===== config.mk =====
export PLATFORM = sky130hd
export DESIGN_NAME = glitch_scheduler_flat
export DESIGN_NICKNAME = d
export VERILOG_FILES = /design/src/rtl/glitch_scheduler_pkg.sv /design/src/rtl/glitch_scheduler_if.sv /design/src/rtl/glitch_scheduler_down_counter.sv /design/src/rtl/glitch_scheduler.sv /design/src/flat_wrapper.sv
export SDC_FILE = /design/constraint.sdc
export NUM_CORES = 1
export LEC_CHECK = 0
export ABC_AREA = 1
export CORE_MARGIN = 1.5
export CORE_UTILIZATION = 55
export DETAILED_ROUTE_END_ITERATION = 10
export GPL_ROUTABILITY_DRIVEN = 0
export PLACE_DENSITY = 0.9
export SKIP_CTS_REPAIR_TIMING = 1
export SLEW_MARGIN = 20
export SYNTH_ARGS = -nofsm -noshare
export SYNTH_HDL_FRONTEND = slang
export SYNTH_SLANG_ARGS = --single-unit

===== constraint.sdc =====
create_clock -name clk -period 2.5 [get_ports clk]
set_input_delay 0.25 -clock clk [delete_from_list [all_inputs] [get_ports clk]]
set_output_delay 0.25 -clock clk [all_outputs]
set_load 0.1 [all_outputs]

===== src/rtl/glitch_scheduler_pkg.sv =====
// glitch_scheduler_pkg: state encodings, config reset values and trigger byte compare
package glitch_scheduler_pkg;
    localparam logic [2:0] S_IDLE   = 3'd0;
    localparam logic [2:0] S_ARMED  = 3'd1;
    localparam logic [2:0] S_DELAY  = 3'd2;
    localparam logic [2:0] S_GLITCH = 3'd3;
    localparam logic [2:0] S_GAP    = 3'd4;
    localparam int RST_DELAY = 0;
    localparam int RST_WIDTH = 1;
    localparam int RST_GAP   = 1;
    localparam logic [3:0] RST_REPEAT = 4'd0;
    localparam logic [7:0] RST_LEVEL  = 8'h00;
    localparam logic [7:0] RST_MATCH  = 8'h00;
    // The ack bit (bit 0) never takes part in the match.
    function automatic logic byte_match(logic [8:0] b, logic [7:0] m);
        return (b & 9'h1FE) == {m, 1'b0};
    endfunction
endpackage


===== src/rtl/glitch_scheduler_if.sv =====
// glitch_scheduler_if: config, trigger and DAC signals of the glitch scheduler
interface glitch_scheduler_if #(
    parameter int DELAY_W = 32,
    parameter int WIDTH_W = 16
);
    logic               cfg_load;
    logic [DELAY_W-1:0] cfg_delay;
    logic [WIDTH_W-1:0] cfg_width;
    logic [WIDTH_W-1:0] cfg_gap;
    logic [3:0]         cfg_repeat;
    logic [7:0]         cfg_level;
    logic [7:0]         cfg_match;
    logic               arm;
    logic               disarm;
    logic [8:0]         trig_byte;
    logic               trig_valid;
    logic [7:0]         nominal_level;
    logic [7:0]         dac_level;
    logic               pulldown_trans;
    logic               busy;
    logic               done;
    logic [2:0]         state;
    modport master (
        output cfg_load, cfg_delay, cfg_width, cfg_gap, cfg_repeat, cfg_level, cfg_match,
        output arm, disarm, trig_byte, trig_valid, nominal_level,
        input  dac_level, pulldown_trans, busy, done, state
    );
    modport slave (
        input  cfg_load, cfg_delay, cfg_width, cfg_gap, cfg_repeat, cfg_level, cfg_match,
        input  arm, disarm, trig_byte, trig_valid, nominal_level,
        output dac_level, pulldown_trans, busy, done, state
    );
endinterface


===== src/rtl/glitch_scheduler_down_counter.sv =====
// down_counter: loadable down counter that holds at zero instead of wrapping
module down_counter #(
    parameter int W = 8
) (
    input  logic         clk,
    input  logic         reset,
    input  logic         load,
    input  logic         en,
    input  logic [W-1:0] load_val,
    output logic         zero
);
    logic [W-1:0] cnt_q, cnt_d;
    always_comb cnt_d = load ? load_val : (en && cnt_q != '0) ? cnt_q - W'(1) : cnt_q;
    always_ff @(posedge clk) begin
        if (reset) cnt_q <= '0;
        else cnt_q <= cnt_d;
    end
    assign zero = cnt_q == '0;
endmodule


===== src/rtl/glitch_scheduler.sv =====
// glitch_scheduler: overrides the PMIC DAC with a delayed, repeated glitch after a matching I2C byte
module glitch_scheduler
    import glitch_scheduler_pkg::*;
#(
    parameter int DELAY_W = 32,
    parameter int WIDTH_W = 16
) (
    input logic clk,
    input logic reset,
    glitch_scheduler_if.slave bus
);
    logic [2:0]         state_q, state_d;
    logic [DELAY_W-1:0] delay_q, delay_d;
    logic [WIDTH_W-1:0] width_q, width_d, gap_q, gap_d, len_val;
    logic [3:0]         repeat_q, repeat_d;
    logic [7:0]         level_q, level_d, match_q, match_d, dac_q, dac_d;
    logic               pd_q, pd_d, done_q, done_d;
    logic               cfg_en, fire, delay_zero, len_zero, last, len_load, len_en;
    always_comb begin
        cfg_en   = bus.cfg_load && state_q == S_IDLE;
        delay_d  = cfg_en ? bus.cfg_delay : delay_q;
        width_d  = cfg_en ? bus.cfg_width : width_q;
        gap_d    = cfg_en ? bus.cfg_gap : gap_q;
        repeat_d = cfg_en ? bus.cfg_repeat : repeat_q;
        level_d  = cfg_en ? bus.cfg_level : level_q;
        match_d  = cfg_en ? bus.cfg_match : match_q;
        fire     = state_q == S_ARMED && bus.trig_valid && byte_match(bus.trig_byte, match_q);
        state_d  = bus.disarm              ? S_IDLE :
                   state_q == S_IDLE   ? (bus.arm ? S_ARMED : S_IDLE) :
                   state_q == S_ARMED  ? (fire ? S_DELAY : S_ARMED) :
                   state_q == S_DELAY  ? (delay_zero ? S_GLITCH : S_DELAY) :
                   state_q == S_GLITCH ? (len_zero ? (last ? S_IDLE : S_GAP) : S_GLITCH) :
                   state_q == S_GAP    ? (len_zero ? S_GLITCH : S_GAP) : S_IDLE;
        // One counter times both pulse and gap; it reloads on every entry to either.
        len_load = (state_d == S_GLITCH && state_q != S_GLITCH) || (state_d == S_GAP && state_q != S_GAP);
        len_val  = state_d == S_GLITCH ? (width_q == '0 ? '0 : width_q - WIDTH_W'(1))
                                       : (gap_q == '0 ? '0 : gap_q - WIDTH_W'(1));
        len_en   = state_q == S_GLITCH || state_q == S_GAP;
        done_d   = state_q == S_GLITCH && len_zero && last && !bus.disarm;
        dac_d    = state_d == S_GLITCH ? level_q : bus.nominal_level;
        pd_d     = dac_d == 8'h00;
    end
    down_counter #(.W(DELAY_W)) u_delay (
        .clk(clk), .reset(reset), .load(fire), .en(state_q == S_DELAY),
        .load_val(delay_q), .zero(delay_zero)
    );
    down_counter #(.W(WIDTH_W)) u_len (
        .clk(clk), .reset(reset), .load(len_load), .en(len_en),
        .load_val(len_val), .zero(len_zero)
    );
    // Holds the pulses still to come after the current one, so zero marks the last pulse.
    down_counter #(.W(4)) u_pulse (
        .clk(clk), .reset(reset), .load(fire), .en(state_q == S_GLITCH && len_zero),
        .load_val(repeat_q), .zero(last)
    );
    always_ff @(posedge clk) begin
        if (reset) begin
            state_q  <= S_IDLE;
            delay_q  <= DELAY_W'(RST_DELAY);
            width_q  <= WIDTH_W'(RST_WIDTH);
            gap_q    <= WIDTH_W'(RST_GAP);
            repeat_q <= RST_REPEAT;
            level_q  <= RST_LEVEL;
            match_q  <= RST_MATCH;
            dac_q    <= 8'h00;
            pd_q     <= 1'b1;
            done_q   <= 1'b0;
        end else begin
            state_q  <= state_d;
            delay_q  <= delay_d;
            width_q  <= width_d;
            gap_q    <= gap_d;
            repeat_q <= repeat_d;
            level_q  <= level_d;
            match_q  <= match_d;
            dac_q    <= dac_d;
            pd_q     <= pd_d;
            done_q   <= done_d;
        end
    end
    assign bus.dac_level      = dac_q;
    assign bus.pulldown_trans = pd_q;
    assign bus.busy           = state_q != S_IDLE;
    assign bus.done           = done_q;
    assign bus.state          = state_q;
endmodule

===== src/flat_wrapper.sv =====
// flat-port wrapper written by rule: the top's interface ports become plain ports
module glitch_scheduler_flat import glitch_scheduler_pkg::*;
#(
    parameter int DELAY_W = 32,
    parameter int WIDTH_W = 16
)
  (clk, reset, bus_cfg_load, bus_cfg_delay, bus_cfg_width, bus_cfg_gap, bus_cfg_repeat, bus_cfg_level, bus_cfg_match, bus_arm, bus_disarm, bus_trig_byte, bus_trig_valid, bus_nominal_level, bus_dac_level, bus_pulldown_trans, bus_busy, bus_done, bus_state);
  glitch_scheduler_if #(.DELAY_W(DELAY_W), .WIDTH_W(WIDTH_W)) bus_i ();
  input logic clk;
  input logic reset;
  input wire logic [$bits(bus_i.cfg_load)-1:0] bus_cfg_load;
  input wire logic [$bits(bus_i.cfg_delay)-1:0] bus_cfg_delay;
  input wire logic [$bits(bus_i.cfg_width)-1:0] bus_cfg_width;
  input wire logic [$bits(bus_i.cfg_gap)-1:0] bus_cfg_gap;
  input wire logic [$bits(bus_i.cfg_repeat)-1:0] bus_cfg_repeat;
  input wire logic [$bits(bus_i.cfg_level)-1:0] bus_cfg_level;
  input wire logic [$bits(bus_i.cfg_match)-1:0] bus_cfg_match;
  input wire logic [$bits(bus_i.arm)-1:0] bus_arm;
  input wire logic [$bits(bus_i.disarm)-1:0] bus_disarm;
  input wire logic [$bits(bus_i.trig_byte)-1:0] bus_trig_byte;
  input wire logic [$bits(bus_i.trig_valid)-1:0] bus_trig_valid;
  input wire logic [$bits(bus_i.nominal_level)-1:0] bus_nominal_level;
  output wire logic [$bits(bus_i.dac_level)-1:0] bus_dac_level;
  output wire logic [$bits(bus_i.pulldown_trans)-1:0] bus_pulldown_trans;
  output wire logic [$bits(bus_i.busy)-1:0] bus_busy;
  output wire logic [$bits(bus_i.done)-1:0] bus_done;
  output wire logic [$bits(bus_i.state)-1:0] bus_state;
  assign bus_i.cfg_load = bus_cfg_load;
  assign bus_i.cfg_delay = bus_cfg_delay;
  assign bus_i.cfg_width = bus_cfg_width;
  assign bus_i.cfg_gap = bus_cfg_gap;
  assign bus_i.cfg_repeat = bus_cfg_repeat;
  assign bus_i.cfg_level = bus_cfg_level;
  assign bus_i.cfg_match = bus_cfg_match;
  assign bus_i.arm = bus_arm;
  assign bus_i.disarm = bus_disarm;
  assign bus_i.trig_byte = bus_trig_byte;
  assign bus_i.trig_valid = bus_trig_valid;
  assign bus_i.nominal_level = bus_nominal_level;
  assign bus_dac_level = bus_i.dac_level;
  assign bus_pulldown_trans = bus_i.pulldown_trans;
  assign bus_busy = bus_i.busy;
  assign bus_done = bus_i.done;
  assign bus_state = bus_i.state;
  glitch_scheduler #(.DELAY_W(DELAY_W), .WIDTH_W(WIDTH_W)) u_core (.clk(clk), .reset(reset), .bus(bus_i));
endmodule

==> run metrics, run 1 <==
CTS tree=yes; max cap viols=0; Crit Path Max Fanout=8; Initial Utilization=55.8%; die boundary height=124 µm; clock sink count=149; Power Internal=4.29 mW; Chip Width=roughly 120 µm; Avg WL per Cell=14.2 µm; number of DRC violations after detailed routing=0; Vias/cell=5.42; switching share of power=26.1%; Clock Path Buffers=2; internal reg-to-reg setup slack=160 ps; CP required=about 2900 ps; Worst setup EP type=flip-flop; transition at the pin with the smallest max-transition slack=666 ps; final-report setup violation count=0; maximum number of pins on one net before global-route repair=81; nets@finish=between 1000 and 1500; HPWL Detailed=about 15000 µm; number of non-filler instances in the completed layout=1527; Area contributors post-synth=dfxtp_1 37%, nand2_1 12%, inv_1 7.9%; leakage power total=4.71 nW; global-route total usage across every layer=slightly below 30%; clock network fraction of total power=43.8%; Util after Layout=70.1%; post-synthesis cell count=1218; setup repair after global routing missed its margin=no; final worst path period need=2340 ps; worst clock skew=around 9.5 ps; number of distinct library cell variants in the gate-level netlist after synthesis=43; Root Buffer Master=clkbuf_16; hold crit path type=input pin to flip-flop; DP Cell Count=approximately 1500; total vias in the final route=8282; die area=0.0154 mm²; syn avg cell area=6.61 µm²; Fill cells=1122; endpoints failing hold=0; post-layout instance area=0.0101 mm²; crit path DAT=2710 ps; source-to-sink clock delay at the later pin of the worst-skew pair=around 430 ps; slew margin rel.=55.2%; site row count=44; aggregate global routing overflow=0; prevailing post-synth register cell=dfxtp_1; Antenna diodes=0; number of synthesized flops with an enable pin=0; number of nets with antenna violations after detailed routing=0; count of routing violations after the opening detailed-route iteration=710; net count after synthesis=between 1000 and 1500; number of buffers added by the clock tree synthesis step=17; area of the core region=0.0144 mm²; Syn Std Cell Area=a little over 0.008 mm²; final hold slack=252 ps; setup TNS after final layout=0 ps; number of I/O pins=121; FMAX=428 MHz; vias in the first global route=around 8000; clk slew on worst S/H paths=60 ps; Worst Path Class, Setup=flip-flop to flip-flop; antenna violations before repair=0; critical path startpoint category=flip-flop; Clock H-tree levels=4; peak ir drop on the vdd network=approximately 0.0005 V; number of port buffers=around 120; top cell type's share of synthesized area=about 37%; combinational cell fraction of total power=approximately 13%; flop and latch count out of synthesis=roughly 150; first-pass GRT wire length=35000 µm; post-route clock period utilization=93.6%; Yosys Warn Count=0; switching power of the nets=1.52 mW; part of the power in registers=43.7%; DP Area=0.00946 mm²; portion of the post-synthesis area used by sequential elements=roughly 37%; count of pins over their slew limit=0; power density relative to cell area=574 mW/mm²; post-synthesis async set-or-reset flop share=0%; worst slack, placed=roughly 27 ps; layout overhead on the synthesized area=25.5%; Total Routed Length=21700 µm; fraction of final layout cells sized beyond drive strength 1=8.71%; Final Power=5.80 mW; post-synth top area cell=dfxtp_1; result of the run=finished clean; minimum setup slack in the final design=approximately 160 ps; iteration count of the initial detailed-routing pass=6
[cells in the final DEF, fill, tap and decap left out, types with 4 or more instances in the layout]
cell type,n
nand2_1,260
xnor2_1,11
and2_1,4
nor3_1,28
a31oi_1,4
inv_2,13
dfxtp_1,146
o21ai_1,7
xor2_1,39
clkdlybuf4s50_1,104
ha_1,7
o22ai_1,13
nand3_1,47
o221ai_1,10
nor2_2,7
inv_1,169
o21ai_0,86
nor2_1,137
nor4_1,5
a21oi_1,109
o211ai_1,12
buf_4,33
nand2_2,5
clkinvlp_4,6
clkbuf_16,17
buf_12,4
nand4_1,17
[flip-flops by register name, summed over array words and instances, names as in the netlist, 8 cells and up]
register,flops
u_core.width_q,16
u_core.u_delay.cnt_q,32
u_core.delay_q,32
u_core.match_q,8
u_core.level_q,8
u_core.u_len.cnt_q,16
u_core.bus.dac_level,8
u_core.gap_q,16
[cells by family (layout without fill, tap and decap cells)]
| logic type | Yosys count | in the layout | synth area share (%) |
|---|---|---|---|
| simple gates | 526 | 527 | 27.9 |
| compound gates | 253 | 253 | 17.4 |
| flops | 149 | 149 | 37.0 |
| buf+inv | 233 | 357 | 11.2 |
| xor+xnor | 50 | 50 | 5.44 |
| fa+ha+maj | 7 | 7 | 1.09 |
[routing by layer]
layer | share of wire, % | track usage, % | vias to the layer above
met1 | 40 | 32.0 | 3784
li1 | - | - | 4150
met5 | 0 | 0 | -
met3 | 5.8 | 5.95 | 64
met4 | 3.2 | 13.3 | 0
met2 | 51 | 53.0 | 284
[synth_stat cells, types with 2 or more instances]
cell / count
a21oi_1: 109
a221oi_1: 3
a31oi_1: 4
and2_1: 4
buf_1: 2
buf_2: 4
buf_6: 3
clkbuf_1: 41
dfxtp_1: 149
ha_1: 7
inv_1: 170
inv_2: 12
nand2_1: 262
nand2_2: 4
nand2_4: 2
nand3_1: 49
nand4_1: 17
nor2_1: 139
nor2_2: 6
nor3_1: 29
nor3_2: 2
nor4_1: 5
o211ai_1: 12
o21ai_0: 86
o21ai_1: 7
o221ai_1: 10
o22ai_1: 14
o31ai_1: 3
xnor2_1: 11
xor2_1: 39
[power groups by stage]
stage	clock network (mW)	registers (mW)	logic, mW
6_report	2.54	2.53	0.727
5_1_grt	2.66	2.54	0.805
4_1_cts	2.55	2.53	0.724
3_5_place_dp	0	2.58	0.717
3_3_place_gp	0	2.58	0.701
2_1_floorplan	0	2.63	0.373
[final timing paths]
check,cells after the start,start,to
setup / recovery,16,u_core.u_delay.cnt_q[0]$_SDFFE_PP0P_,u_core.u_len.cnt_q[10]$_SDFFE_PP0P_
hold / removal,3,reset,u_core.bus.pulldown_trans$_SDFF_PP1_
setup reg to reg,16,u_core.u_delay.cnt_q[0]$_SDFFE_PP0P_,u_core.u_len.cnt_q[10]$_SDFFE_PP0P_
hold reg to reg,2,u_core.level_q[0]$_SDFFE_PP0P_,u_core.level_q[0]$_SDFFE_PP0P_
[critical path: stages (launching register included)]
cell and delay, ps:
dfxtp_1 350, inv_1 150, ha_1 170, nand2_1 70, nor2_2 170, nand2_1 140, o21ai_4 180, nand2_2 100
nand2_4 130, nand2_4 110, nor2_8 220, nand2_1 120, nand2_1 70, nand2_1 80, nand3_1 100, nand2_1 60
inv_1 60
[layout make-up]
cell class                 instances  area [µm²]  share of cell area [%]
tap                              184         230                    2.28
clock inverter                    14         150                    1.49
sequential                       149        2990                    29.6
timing repair buffer             142        1370                    13.6
clock buffer                      18         439                    4.35
inverter                         183         687                    6.80
multi-input combinational        837        4240                    41.9
(Power assumes the default switching activity.)
==> run 2, diff against run 1 <==
- CELL_PAD_IN_SITES_DETAIL_PLACEMENT: not set -> 2
- CELL_PAD_IN_SITES_GLOBAL_PLACEMENT: not set -> 2
- CORE_UTILIZATION: 55 -> 35
- DONT_BUFFER_PORTS: not set -> 1
- PLACE_DENSITY: 0.9 -> 0.89
==> run 2 against run 1 <==
- global-route usage shrank 1.6 points
- power up 1.6%
- highest routed layer unchanged
- the flow now finishes with violations (negative hold slack, negative setup slack)
- hold slack got worse by 260 ps
- critical path depth down 1
- sequential power is 3% higher
- sequential share of layout area grew 1.7 points
- worst setup slack worse by 450 ps
- largest cell class unchanged
==> run metrics, run 2 (same netlist as run 1, synthesis figures left out) <==
result of the run=finished, violations left; violations in the final reports=negative hold slack, negative setup slack; worst hold path cell count=3 (unchanged); cell type group with the largest total delay on the critical path=simple AND/OR/NAND/NOR gates; iteration count of the initial detailed-routing pass=5 (-1); Vias/cell=5.81 (+7.1%); global-route total usage across every layer=27.4% (-1.6 points); Crit Path Max Fanout=8 (unchanged); setup repair after global routing missed its margin=yes; clock sink count=149 (unchanged); first-pass GRT wire length=50600 µm (+45%); most frequent cells in the layout=255 x nand2_1, 166 x inv_1, 146 x dfxtp_1; antenna violations before repair=3 (+3); critical path startpoint category=flip-flop; CP dominant cell by count=nand2_1; Critical Path Stages=15 (-1); Clock Path Buffers=2 (unchanged); slowest cell delay on critical path=370 ps (+20 ps); cell-by-cell listing of the critical path=inv_1 -> nand2_1 -> nor2_1 -> nand4_1 -> nand3_4 -> nand2_2 -> nand2_4 -> nand2_4 -> nor2_8 -> nand3_1 -> nand2_1 -> nand2_1 -> nand2_1 -> inv_1 -> nor2_2; vias in the first global route=9394 (+20%); Worst setup EP type=flip-flop; power density relative to cell area=616 mW/mm² (+7.2%); number of port buffers=0 (-100%); Initial Utilization=35.6% (-20 points); max cap viols=0 (unchanged); total vias in the final route=9035 (+9.1%); final worst path period need=2790 ps (+448 ps); area of the core region=0.0226 mm² (+57%); crit path DAT=3180 ps (+470 ps); Final Power=5.89 mW (+1.6%); die area=0.0239 mm² (+56%); number of non-filler instances in the completed layout=1556 (+1.9%); endpoints failing hold=11 (+11); count of pins over their slew limit=0 (unchanged); Top Registers=u_core.delay_q (32), u_core.u_delay.cnt_q (32); internal reg-to-reg setup slack=-290 ps (-450 ps); most common cell after layout, fill and taps aside=nand2_1; cell type of the slowest stage on the worst timing path=dfxtp_1; Bufs and invs on worst path=2 (unchanged); clk slew on worst S/H paths=80 ps (+20 ps); number of nets with antenna violations after detailed routing=0 (unchanged); number of I/O pins=121 (unchanged); Total Routed Length=39400 µm (+82%); slew margin rel.=32.9% (-22 points); number of DRC violations after detailed routing=0 (unchanged); Clock H-tree levels=4 (unchanged); hold crit path type=input pin to flip-flop; layout overhead on the synthesized area=18.8%; CP required=2900 ps (+30 ps); peak ir drop on the vdd network=0.000377 V (-25%); post-route clock period utilization=112% (+18 points); final-report setup violation count=23 (+23); aggregate global routing overflow=0 (unchanged); Worst Path Class, Setup=flip-flop to flip-flop; Avg WL per Cell=25.3 µm (+78%); count of routing violations after the opening detailed-route iteration=550 (-23%); FMAX=359 MHz (-16%); nets@finish=1369 (-5.2%); Chip Width=155 µm (+25%); HPWL Detailed=20800 µm (+40%); CTS tree=yes; worst slack, placed=-41.4 ps (-68.3 ps); setup TNS after final layout=-3990 ps (-3990 ps); DP Cell Count=1484 (-0.67%); Fill cells=2641 (+140%); minimum setup slack in the final design=-288 ps (-448 ps); Root Buffer Master=clkbuf_16; leakage power total=4.47 nW (-5.1%); site row count=55 (+25%); source-to-sink clock delay at the later pin of the worst-skew pair=470 ps (+40 ps); fraction of final layout cells sized beyond drive strength 1=11.9% (+3.2 points); worst clock skew=17.2 ps (+7.66 ps); final hold slack=-11.9 ps (-264 ps); maximum number of pins on one net before global-route repair=82 (+1.2%); transition at the pin with the smallest max-transition slack=1010 ps (+340 ps); number of buffers added by the clock tree synthesis step=17 (unchanged); cells on worst reg2reg path=15 (-1); die boundary height=155 µm (+25%)
==> run 2: cell types whose count changed in the layout (fill, tap and decap cells not counted), sizes merged <==
cell,before,now
diode,0,3
buf,38,42
bufinv,2,1
clkbuf,18,17
clkinv,4,9
dlygate4sd3,0,24
clkdlybuf4s50,104,0
nand2,268,269
clkinvlp,6,3
==> run 2: final cells by class <==
| cell class | instances | area [µm²] | share of cell area [%] |
|---|---|---|---|
| repair buffers | 66 | 583 | 6.09 |
| well taps | 285 | 357 | 3.73 |
| clock inverters | 15 | 151 | 1.58 |
| inverters | 183 | 691 | 7.22 |
| clock buffers | 17 | 425 | 4.45 |
| multi-input cells | 838 | 4370 | 45.6 |
| flip-flops and latches | 149 | 2990 | 31.2 |
| diodes | 3 | 7.51 | 0.0785 |
==> run 2: worst register-to-register path, cell delays in order, from the launching register on <==
cell and delay, ps:
dfxtp_1 370, inv_1 130, nand2_1 160, nor2_1 300, nand4_1 290, nand3_4 200, nand2_2 100, nand2_4 150
nand2_4 150, nor2_8 270, nand3_1 120, nand2_1 120, nand2_1 120, nand2_1 100, inv_1 60, nor2_2 90
==> run 2: final timing paths <==
kind / from / end
setup / recovery: u_core.u_len.cnt_q[13]$_SDFFE_PP0P_ / u_core.u_len.cnt_q[12]$_SDFFE_PP0P_
hold reg to reg: u_core.delay_q[20]$_SDFFE_PP0P_ / u_core.delay_q[20]$_SDFFE_PP0P_
setup reg to reg: u_core.u_len.cnt_q[13]$_SDFFE_PP0P_ / u_core.u_len.cnt_q[12]$_SDFFE_PP0P_
hold / removal: reset / u_core.u_len.cnt_q[7]$_SDFFE_PP0P_
==> run 2: through the flow <==
stage / util [%] / instance area [µm²]
2_1_floorplan: - / 8060
3_3_place_gp: 37.3 / 8450
3_5_place_dp: 37.3 / 8450
4_1_cts: 39.9 / 9020
5_1_grt: 42.3 / 9570
6_report: 42.3 / 9570
==> run 2: where the power goes <==
| group | leakage [nW] | switching, mW | total, mW | internal [mW] |
|---|---|---|---|---|
| sequential | 1.22 | 0.128 | 2.61 | 2.48 |
| combinational | 2.97 | 0.443 | 0.626 | 0.184 |
| clock | 0.278 | 1.26 | 2.66 | 1.40 |
==> run 2: per-layer routing <==
layer  vias up  global-route usage [%]  wire length (µm)
li1       3992                       -                 -
met1      4533                    28.8             14500
met5         -                       0                 0
met4         0                    13.3              2480
met2       339                    51.4             20600
met3       171                    5.94              1780
==> run 3, diff against run 2 <==
- CORE_UTILIZATION: 35 -> 30
- DONT_BUFFER_PORTS: 1 -> not set
- PLACE_DENSITY: 0.89 -> 0.9
==> run 3 against run 2 <==
- the run ends with design-rule violations left
- critical path depth is 1 lower
- core utilization down 1.9 points
- combinational power rose by 33%
- power increased by 5.3%
- clock skew decreased by 4.4 ps
- sequential share of layout area fell by 2.9 points
- via count fell by 2.0%
- cell count up 9.0%
- clock power grew 6%
- critical path type unchanged
- largest cell class unchanged
- highest routed layer is now met5
==> run metrics, run 3 (same netlist as run 1, synthesis figures left out) <==
result of the run=finished, violations left; violations in the final reports=design-rule violations; sequential cell area=0.00299 mm² (unchanged); die boundary height=167 µm (+7.9%); Initial Utilization=30.7% (-4.8 points); clk slew on worst S/H paths=70 ps (about the same); Worst Path Class, Setup=flip-flop to flip-flop; total vias in the final route=8851 (-2.0%); number of nets with antenna violations after detailed routing=0 (unchanged); total area of multi-input combinational cells=0.00429 mm² (-1.7%); Clock H-tree levels=4 (unchanged); total length of routed met2 wires=18200 µm (-12%); Met1 Wirelength=14300 µm (-1.3%); cell type group with the largest total delay on the critical path=simple AND/OR/NAND/NOR gates; first-pass GRT wire length=51900 µm (+2.7%); site row count=59 (+7.3%); slew margin rel.=47.4% (+14 points); HPWL Detailed=22100 µm (+6.7%); Antenna diodes=0 (-3); met3 routed WL=1080 µm (-39%); most common cell after layout, fill and taps aside=nand2_1; aggregate global routing overflow=0 (unchanged); global-route total usage across every layer=23.7% (-3.6 points); layout overhead on the synthesized area=31.2%; post-route clock period utilization=99.7% (-12 points); endpoints failing hold=0 (-11); switching share of power=28.1% (-3.1 points); cell-by-cell listing of the critical path=xnor2_1 -> nand2_1 -> nor2_1 -> nand2_1 -> nor2_1 -> nor2_4 -> nor2_4 -> buf_12 -> nand4_4 -> nand2_4 -> buf_12 -> nand2_1 -> nor2_1 -> nor3_2; count of pins over their slew limit=0 (unchanged); Vias/cell=5.22 (-10%); number of non-filler instances in the completed layout=1696 (+9.0%); leakage power total=4.86 nW (+8.7%); area of the core region=0.0262 mm² (+16%); combinational cell fraction of total power=13.4% (+2.8 points); Root Buffer Master=clkbuf_16; hold crit path type=input pin to flip-flop; peak ir drop on the vdd network=0.000400 V (+6.0%); most frequent cells in the layout=259 x nand2_1, 167 x inv_1, 146 x dfxtp_1; part of the power in registers=41.0% (-3.2 points); Clock Path Buffers=2 (unchanged); clock network fraction of total power=45.6% (+0.5 points); cell type of the slowest stage on the worst timing path=dfxtp_1; transition at the pin with the smallest max-transition slack=790 ps (-216 ps); final hold slack=341 ps (+353 ps); Fill cells=3043 (+15%); critical path startpoint category=flip-flop; Total Routed Length=34600 µm (-12%); slowest cell delay on critical path=330 ps (-40 ps); Chip Width=167 µm (+7.9%); nets@finish=1463 (+6.9%); crit path DAT=2820 ps (-360 ps); Final Power=6.21 mW (+5.3%); number of I/O pins=121 (unchanged); Worst setup EP type=flip-flop; die area=0.0278 mm² (+16%); final worst path period need=2490 ps (-295 ps); max cap viols=0 (unchanged); number of DRC violations after detailed routing=4 (+4); CTS tree=yes; Avg WL per Cell=20.4 µm (-19%); Top Registers=u_core.delay_q (32), u_core.u_delay.cnt_q (32); source-to-sink clock delay at the later pin of the worst-skew pair=450 ps (-20 ps); worst clock skew=12.7 ps (-4.45 ps); switching power of the nets=1.74 mW (-5.0%); number of port buffers=119 (+119); vias in the first global route=9745 (+3.7%); iteration count of the initial detailed-routing pass=7 (+2); power density relative to cell area=587 mW/mm² (-4.6%); Crit Path Max Fanout=17 (+9); Bufs and invs on worst path=2 (unchanged); clock sink count=149 (unchanged); count of routing violations after the opening detailed-route iteration=449 (-18%); CP required=2820 ps (-80 ps); FMAX=401 MHz (+12%); final-report setup violation count=0 (-100%); top routing layer in use=met5; number of buffers added by the clock tree synthesis step=17 (unchanged); maximum number of pins on one net before global-route repair=96 (+17%); DP Cell Count=1661 (+12%); fraction of final layout cells sized beyond drive strength 1=10.8% (-1.1 points); Power Internal=4.47 mW (+10%); antenna violations before repair=1 (-2); Util after Layout=40.3% (-1.9 points)
-- run 3: final cells by class --
class                           instances  share of cell area (%)
Multi-Input combinational cell        836                    40.6
Sequential cell                       149                    28.3
Timing Repair Buffer                  162                    14.8
Inverter                              183                    6.50
Clock buffer                           19                    4.10
Tap cell                              335                    3.97
Clock inverter                         12                    1.70
-- run 3: worst reg2reg max path: stages, from the launching register on --
cell	delay [ps]
dfxtp_1	330
xnor2_1	320
nand2_1	130
nor2_1	170
nand2_1	80
nor2_1	240
nor2_4	80
nor2_4	180
buf_12	130
nand4_4	110
nand2_4	120
buf_12	150
nand2_1	110
nor2_1	170
nor3_2	60
-- run 3: routing by layer --
layer	up-vias	GRT usage (%)
met3	71	4.25
met5	-	0
met2	197	44.0
met1	4409	26.6
met4	2	9.60
li1	4172	-
-- run 3: worst paths after layout --
kind | startpoint | to | slack, ps | depth (start not counted)
max | u_core.match_q[6]$_SDFFE_PP0P_ | u_core.u_len.cnt_q[15]$_SDFFE_PP0P_ | 7 | 14
min | reset | u_core.bus.pulldown_trans$_SDFF_PP1_ | 340 | 4
max reg2reg | u_core.match_q[6]$_SDFFE_PP0P_ | u_core.u_len.cnt_q[15]$_SDFFE_PP0P_ | 7 | 14
min reg2reg | u_core.delay_q[4]$_SDFFE_PP0P_ | u_core.delay_q[4]$_SDFFE_PP0P_ | 460 | 2
-- run 3: power groups by stage --
stage	clock network (mW)	registers [mW]	logic, mW
CTS	2.86	2.54	0.815
floorplan	0	2.63	0.373
finish	2.83	2.55	0.830
detailed placement	0	2.59	0.785
global placement	0	2.58	0.749
global route	2.97	2.55	0.902
-- run 3: stage by stage --
step                      instance area (µm²)  setup TNS [ps]  setup WS, ps
after floorplan                          8060               0           139
after global placement                   9780               0          25.7
after detailed placement                 9780            -312         -75.5
after CTS                               10400            -159         -70.3
after global routing                    10600           -1050         -94.6
final                                   10600               0          7.18
